===== config.mk =====
export PLATFORM = sky130hd
export DESIGN_NAME = i2c_target_regs
export DESIGN_NICKNAME = d
export VERILOG_FILES = /design/src/rtl/i2c_target_regs.sv
export SDC_FILE = /design/constraint.sdc
export NUM_CORES = 1
export LEC_CHECK = 0
export CAP_MARGIN = 15
export CELL_PAD_IN_SITES_DETAIL_PLACEMENT = 0
export CELL_PAD_IN_SITES_GLOBAL_PLACEMENT = 2
export CORE_MARGIN = 2
export CORE_UTILIZATION = 36
export CTS_CLUSTER_DIAMETER = 100
export DETAILED_ROUTE_END_ITERATION = 12
export PLACE_DENSITY = 0.79
export SLEW_MARGIN = 20
export SYNTH_ARGS = -nofsm -noshare
export SYNTH_HDL_FRONTEND = slang
export SYNTH_SLANG_ARGS = --single-unit

===== constraint.sdc =====
create_clock -name clk48 -period 2.92 [get_ports clk48]
set_input_delay 0.584 -clock clk48 [delete_from_list [all_inputs] [get_ports clk48]]
set_output_delay 0.584 -clock clk48 [all_outputs]
set_load 0.02 [all_outputs]

===== src/rtl/i2c_target_regs.sv =====
// I2C target responder with an 8-bit register pointer and byte write strobes.
//
// The target answers a single 7-bit address. It never drives SCL, so there is no clock stretching.
// The first data byte of a write transaction loads the register pointer.
// Each later data byte is issued on wr_stb at the pointer, and the pointer then post-increments.
// A read shifts out rd_data at the pointer. The pointer advances on every master ACK.
//
// Ports:
//   clk48    - 48 MHz system clock; SCL/SDA are sampled in this domain
//   reset_n  - asynchronous active-low reset
//   scl_in   - raw SCL pad input
//   sda_in   - raw SDA pad input
//   sda_oe   - 1 pulls SDA low, 0 releases it (open drain)
//   busy     - high while addressed, from the address ACK until STOP/START/NACK
//   wr_stb   - one-cycle pulse: write wr_data to register wr_addr
//   wr_addr  - register index of the write
//   wr_data  - write data byte
//   rd_addr  - current register pointer
//   rd_data  - register bank contents at rd_addr (combinational)
module i2c_target_regs #(
  parameter logic [6:0]  ADDRESS    = 7'h25,
  parameter int unsigned FILTER_LEN = 3
) (
  input  logic       clk48,
  input  logic       reset_n,
  input  logic       scl_in,
  input  logic       sda_in,
  output logic       sda_oe,
  output logic       busy,
  output logic       wr_stb,
  output logic [7:0] wr_addr,
  output logic [7:0] wr_data,
  output logic [7:0] rd_addr,
  input  logic [7:0] rd_data
);

  typedef enum logic [2:0] {
    StIdle,
    StAddr,
    StAddrAck,
    StWrData,
    StWrAck,
    StRdData,
    StRdAck
  } state_e;

  localparam int unsigned CntW = (FILTER_LEN > 1) ? $clog2(FILTER_LEN) : 1;
  localparam logic [CntW-1:0] CntMax = CntW'(FILTER_LEN - 1);

  // ---------------------------------------------------------------------------
  // Input conditioning. Bit 0 carries SCL and bit 1 carries SDA.
  // ---------------------------------------------------------------------------
  logic [1:0] r_meta;
  logic [1:0] r_sync;
  logic [1:0] r_filt_q;
  logic [1:0] w_filt;

  always_ff @(posedge clk48 or negedge reset_n) begin
    if (!reset_n) begin
      r_meta   <= 2'b11;
      r_sync   <= 2'b11;
      r_filt_q <= 2'b11;
    end else begin
      r_meta   <= {sda_in, scl_in};
      r_sync   <= r_meta;
      r_filt_q <= w_filt;
    end
  end

  // The filtered level follows the synchronised input only after FILTER_LEN
  // consecutive samples that differ from the current filtered level.
  for (genvar g = 0; g < 2; g++) begin : g_filt
    logic [CntW-1:0] r_cnt;
    logic            r_lvl;

    always_ff @(posedge clk48 or negedge reset_n) begin
      if (!reset_n) begin
        r_cnt <= '0;
        r_lvl <= 1'b1;
      end else if (r_sync[g] == r_lvl) begin
        r_cnt <= '0;
      end else if (r_cnt == CntMax) begin
        r_cnt <= '0;
        r_lvl <= r_sync[g];
      end else begin
        r_cnt <= r_cnt + 1'b1;
      end
    end

    assign w_filt[g] = r_lvl;
  end

  logic w_scl_rise, w_scl_fall, w_sda_rise, w_sda_fall;
  logic w_start, w_stop;

  assign w_scl_rise = w_filt[0] & ~r_filt_q[0];
  assign w_scl_fall = ~w_filt[0] & r_filt_q[0];
  assign w_sda_rise = w_filt[1] & ~r_filt_q[1];
  assign w_sda_fall = ~w_filt[1] & r_filt_q[1];
  assign w_start    = w_sda_fall & w_filt[0];
  assign w_stop     = w_sda_rise & w_filt[0];

  // ---------------------------------------------------------------------------
  // Protocol FSM
  // ---------------------------------------------------------------------------
  state_e     r_state, w_state_d;
  logic [2:0] r_cnt, w_cnt_d;
  logic [7:0] r_shift, w_shift_d;
  logic [7:0] r_ptr, w_ptr_d;
  logic       r_first, w_first_d;
  logic       r_rw, w_rw_d;
  // In an ACK state: the ACK is being driven. In StRdAck: the master has ACKed.
  logic       r_ack_drv, w_ack_drv_d;
  logic       r_sda_oe, w_sda_oe_d;
  logic       r_busy, w_busy_d;
  logic       r_wr_stb, w_wr_stb_d;
  logic [7:0] r_wr_addr, w_wr_addr_d;
  logic [7:0] r_wr_data, w_wr_data_d;
  logic [7:0] w_byte;

  always_ff @(posedge clk48 or negedge reset_n) begin
    if (!reset_n) begin
      r_state   <= StIdle;
      r_cnt     <= 3'd0;
      r_shift   <= 8'h00;
      r_ptr     <= 8'h00;
      r_first   <= 1'b0;
      r_rw      <= 1'b0;
      r_ack_drv <= 1'b0;
      r_sda_oe  <= 1'b0;
      r_busy    <= 1'b0;
      r_wr_stb  <= 1'b0;
      r_wr_addr <= 8'h00;
      r_wr_data <= 8'h00;
    end else begin
      r_state   <= w_state_d;
      r_cnt     <= w_cnt_d;
      r_shift   <= w_shift_d;
      r_ptr     <= w_ptr_d;
      r_first   <= w_first_d;
      r_rw      <= w_rw_d;
      r_ack_drv <= w_ack_drv_d;
      r_sda_oe  <= w_sda_oe_d;
      r_busy    <= w_busy_d;
      r_wr_stb  <= w_wr_stb_d;
      r_wr_addr <= w_wr_addr_d;
      r_wr_data <= w_wr_data_d;
    end
  end

  always_comb begin
    w_state_d   = r_state;
    w_cnt_d     = r_cnt;
    w_shift_d   = r_shift;
    w_ptr_d     = r_ptr;
    w_first_d   = r_first;
    w_rw_d      = r_rw;
    w_ack_drv_d = r_ack_drv;
    w_sda_oe_d  = r_sda_oe;
    w_busy_d    = r_busy;
    w_wr_stb_d  = 1'b0;
    w_wr_addr_d = r_wr_addr;
    w_wr_data_d = r_wr_data;
    // The byte as it stands once the bit sampled on this rise is included.
    w_byte      = {r_shift[6:0], w_filt[1]};

    if (w_start) begin
      // A partial byte is dropped. The pointer survives a repeated START.
      w_state_d   = StAddr;
      w_cnt_d     = 3'd0;
      w_ack_drv_d = 1'b0;
      w_sda_oe_d  = 1'b0;
      w_busy_d    = 1'b0;
    end else if (w_stop) begin
      w_state_d   = StIdle;
      w_ack_drv_d = 1'b0;
      w_sda_oe_d  = 1'b0;
      w_busy_d    = 1'b0;
    end else begin
      unique case (r_state)
        StIdle: begin
        end

        StAddr: begin
          if (w_scl_rise) begin
            w_shift_d = w_byte;
            w_cnt_d   = r_cnt + 3'd1;
            if (r_cnt == 3'd7) begin
              w_cnt_d = 3'd0;
              if (w_byte[7:1] == ADDRESS) begin
                w_state_d   = StAddrAck;
                w_rw_d      = w_byte[0];
                w_ack_drv_d = 1'b0;
              end else begin
                w_state_d = StIdle;
              end
            end
          end
        end

        // The first fall drives the ACK. The second fall releases it and
        // starts the data phase.
        StAddrAck, StWrAck: begin
          if (w_scl_fall) begin
            if (!r_ack_drv) begin
              w_sda_oe_d  = 1'b1;
              w_busy_d    = 1'b1;
              w_ack_drv_d = 1'b1;
            end else begin
              w_ack_drv_d = 1'b0;
              w_cnt_d     = 3'd0;
              w_sda_oe_d  = 1'b0;
              if (r_state == StWrAck) begin
                w_state_d = StWrData;
              end else if (r_rw) begin
                w_state_d  = StRdData;
                w_shift_d  = rd_data;
                w_sda_oe_d = ~rd_data[7];
              end else begin
                w_state_d = StWrData;
                w_first_d = 1'b1;
              end
            end
          end
        end

        StWrData: begin
          if (w_scl_rise) begin
            w_shift_d = w_byte;
            w_cnt_d   = r_cnt + 3'd1;
            if (r_cnt == 3'd7) begin
              w_cnt_d     = 3'd0;
              w_state_d   = StWrAck;
              w_ack_drv_d = 1'b0;
              if (r_first) begin
                w_ptr_d   = w_byte;
                w_first_d = 1'b0;
              end else begin
                w_wr_addr_d = r_ptr;
                w_wr_data_d = w_byte;
                w_wr_stb_d  = 1'b1;
                w_ptr_d     = r_ptr + 8'd1;
              end
            end
          end
        end

        StRdData: begin
          if (w_scl_fall) begin
            if (r_cnt == 3'd7) begin
              w_cnt_d     = 3'd0;
              w_sda_oe_d  = 1'b0;
              w_ack_drv_d = 1'b0;
              w_state_d   = StRdAck;
            end else begin
              w_shift_d  = {r_shift[6:0], 1'b0};
              w_sda_oe_d = ~r_shift[6];
              w_cnt_d    = r_cnt + 3'd1;
            end
          end
        end

        StRdAck: begin
          if (w_scl_rise) begin
            if (!w_filt[1]) begin
              w_ptr_d     = r_ptr + 8'd1;
              w_ack_drv_d = 1'b1;
            end else begin
              w_state_d = StIdle;
              w_busy_d  = 1'b0;
            end
          end else if (w_scl_fall && r_ack_drv) begin
            // rd_data already reflects the incremented pointer here.
            w_ack_drv_d = 1'b0;
            w_shift_d   = rd_data;
            w_sda_oe_d  = ~rd_data[7];
            w_cnt_d     = 3'd0;
            w_state_d   = StRdData;
          end
        end

        default: begin
          w_state_d  = StIdle;
          w_sda_oe_d = 1'b0;
          w_busy_d   = 1'b0;
        end
      endcase
    end
  end

  assign sda_oe  = r_sda_oe;
  assign busy    = r_busy;
  assign wr_stb  = r_wr_stb;
  assign wr_addr = r_wr_addr;
  assign wr_data = r_wr_data;
  assign rd_addr = r_ptr;

endmodule


==> results.sh <==
export IMPL_cts_setup_buffers=0
export IMPL_maxSlewViolCount=0
export IMPL_place_gp_congestion=0.887
export IMPL_hold_class="input port to asynchronous set/reset pin"
export IMPL_setup_tns_ns=0
export IMPL_drtPass1Iterations=4
export IMPL_grt_ovfl_total=0
export IMPL_power_total_uw=3160
export IMPL_yosys_area_top_type="dfrtp_1"
export IMPL_drc=0
export IMPL_drt_iter0_drc=212
export IMPL_ioPinCount=39
export IMPL_start_util=0.365
export IMPL_drive_gt1_frac=0.171
export IMPL_synth_main_ff_cell="dfrtp_1"
export IMPL_cts_tree="yes"
export IMPL_outcome="finished, final reports clean"
export IMPL_synth_fp_nets=292
export IMPL_hold_buffers=0
export IMPL_final_area_um2=3530
export IMPL_netlist_area_um2=2950
export IMPL_clkLatencyLatePin_ns=0.31
export IMPL_period_share=0.783
export IMPL_cts_made_buffers=5
export IMPL_power_density_nw_per_um2=896
export IMPL_synth_cell_type_count=63
export IMPL_synth_avg_cell_area_um2=10.7
export IMPL_fin_crit_ns=2.28
export IMPL_synthSimpleGateAreaFrac=0.164
export IMPL_p_leak_uw=0.00155
export IMPL_cts_num_sinks=55
export IMPL_numPortBuffers=38
export IMPL_critPathMaxStageDelay_ns=0.73
export IMPL_root_buffer="clkbuf_8"
export IMPL_synth_edf_count=0
export IMPL_grt_pass1_wl_um=11500
export IMPL_grt_pass1_vias=2222
export IMPL_path_cells="xor2_1 > and2_1 > a311o_1 > a211o_1 > mux2_4"
export IMPL_reg2reg_from="g_filt[1].r_lvl"
export IMPL_crit_start="g_filt[1].r_lvl"
export IMPL_rows=33
export IMPL_grt_total_usage=0.164
export IMPL_muxShareOfSynthArea=0.152
export IMPL_cp_max_fo=15
export IMPL_cp_end_kind="flip-flop"
export IMPL_fin_skew_ns=0.0101
export IMPL_synthArstFlopShare=1.00
export IMPL_core_um2=8090
export IMPL_synth_compound_area_share=0.150
export IMPL_grt_max_degree=33
export IMPL_drt_wirelength_per_cell_um=16.2
export IMPL_synth_warnings=0
export IMPL_netlist_area_leader_share=0.398
export IMPL_cts_resized=0
export IMPL_final_net_count=331
export IMPL_rsz0062_at_grt="false"
export IMPL_ys_seq_area_frac=0.470
export IMPL_cap_viol_max_count=0
export IMPL_antenna_found_initial=0
export IMPL_synth_xor_area_frac=0.00890
export IMPL_dp_hpwl_um=4830
export IMPL_cp_arrival_ns=2.49
export IMPL_yosysMostFrequentCell="dfrtp_1"
export IMPL_dieArea_um2=8940
export IMPL_ys_ff_latch=55
export IMPL_die_w_um=94.5
export IMPL_vias=2226
export IMPL_final_antenna_net_count=0
export IMPL_antenna_cells=0
export IMPL_worst_pin_slew_ns=0.775
export IMPL_viasPerCell=5.29
export IMPL_synth_adder_area_share=0.0127
export IMPL_synth_cells=277
export IMPL_synth_area_leaders="dfrtp_1 40%, mux2_4 8.1%, dfstp_2 7.1%"
export IMPL_finalSetupViolCount=0
export IMPL_synth_top_family_by_area="simple AND/OR/NAND/NOR gates"
export IMPL_clockBufferDepth=2
export IMPL_dpl_instance_area_um2=3440
export IMPL_cp_slowest_cell="dfstp_2"
export IMPL_cts_clk_slew_worst_paths_ns=0.10
export IMPL_slew_headroom=0.483
export IMPL_routed_wirelength_um=6820
export IMPL_start_kind="flip-flop"
export IMPL_die_h_um=94.5
export IMPL_worstPathRequired_ns=3.13
export IMPL_max_clock_freq_mhz=438
export IMPL_htree_levels=2
export IMPL_areaGrowthSynthToFinish_pct=19.6
export IMPL_hold_viol=0
export IMPL_crit_type="flip-flop to flip-flop"
export IMPL_vdd_ir_drop_max_mv=0.323
export IMPL_synth_common_cells="47 x dfrtp_1, 25 x a21oi_1, 19 x nand2_1, 16 x mux2_4, 14 x nor2_1"
==> sequential cells by signal, indices dropped and copies added (netlist names) <==
register	cells
wr_stb	1
sda_oe	1
r_first	1
busy	1
r_cnt	3
r_rw	1
r_shift	7
r_sync	2
g_filt.r_lvl	2
wr_addr	8
g_filt.r_cnt	4
r_state	3
r_meta	2
r_ack_drv	1
rd_addr	8
r_filt_q	2
wr_data	8
==> cell families (layout without fill, tap and decap cells) <==
family | after synthesis | in the layout
multiplexers | 35 | 35
AO/OA/AOI/OAI | 67 | 67
XOR/XNOR | 3 | 3
AND/OR/NAND/NOR | 89 | 89
adder cells (fa/ha/maj) | 3 | 3
flip-flops | 55 | 55
buffers and inverters | 25 | 64
==> area by class of cell <==
class                      instances  area [um2]
inverter                           9        33.8
tap                              105         131
clock inverter                     1        8.76
fill                             787        4560
multi-input combinational        197        1440
timing repair buffer              48         450
clock buffer                       6        82.6
sequential                        55        1390
==> stage by stage <==
| step | instances | util | setup WS [ns] | hold slack, ns |
|---|---|---|---|---|
| 2_1_floorplan | 277 | - | 0.905 | 0.288 |
| 3_3_place_gp | 414 | 0.425 | 0.703 | 0.348 |
| 3_5_place_dp | 414 | 0.425 | 0.655 | 0.347 |
| 4_1_cts | 421 | 0.436 | 0.638 | 0.364 |
| 5_1_grt | 421 | 0.436 | 0.489 | 0.373 |
| 6_report | 421 | 0.436 | 0.635 | 0.345 |
==> report_power, final <==
| group | switching (uW) | internal (uW) |
|---|---|---|
| combinational | 703 | 674 |
| sequential | 345 | 991 |
| clock | 257 | 192 |
==> critical path, delay by kind of cell (launching register included) <==
kind,cells,cell delay [ns]
and+or+nand+nor,1,0.21
AOI/OAI and AO/OA,2,0.73
xor gates and xnor gates,1,0.17
DFF,1,0.73
muxes,1,0.35
==> cells in the final DEF, fill, tap and decap left out, types with 5 or more instances in the layout <==
master            n
nor3_1            8
mux2_2            7
clkdlybuf4s50_1  37
buf_4            10
o21ai_0          11
mux2_4           16
clkbuf_8          6
nand3_1          11
nor2_1           14
a21oi_1          25
nor2b_1           5
mux2_1            7
mux2i_1           5
nand2b_1          7
dfrtp_1          47
inv_1             8
nand2_1          19
dfstp_2           8
==> per-layer routing <==
metal / GRT usage / wire [um]
met4: 0.0386 / 83
met5: 0 / 0
met3: 0.0295 / 295
met1: 0.248 / 3490
met2: 0.245 / 2950
==> final timing paths <==
check / cells past startpoint / slack [ns] / to
hold reg to reg: 0 / 0.36 / r_sync[0]
min in group clk48: 0 / 0.36 / r_sync[0]
setup / recovery: 5 / 0.64 / r_shift[4]
max in group asynchronous: 2 / 1.85 / g_filt[0].r_lvl
hold / removal: 1 / 0.35 / r_shift[2]
setup reg to reg: 5 / 0.64 / r_shift[4]
No activity file was read; power rests on OpenSTA's default activity.
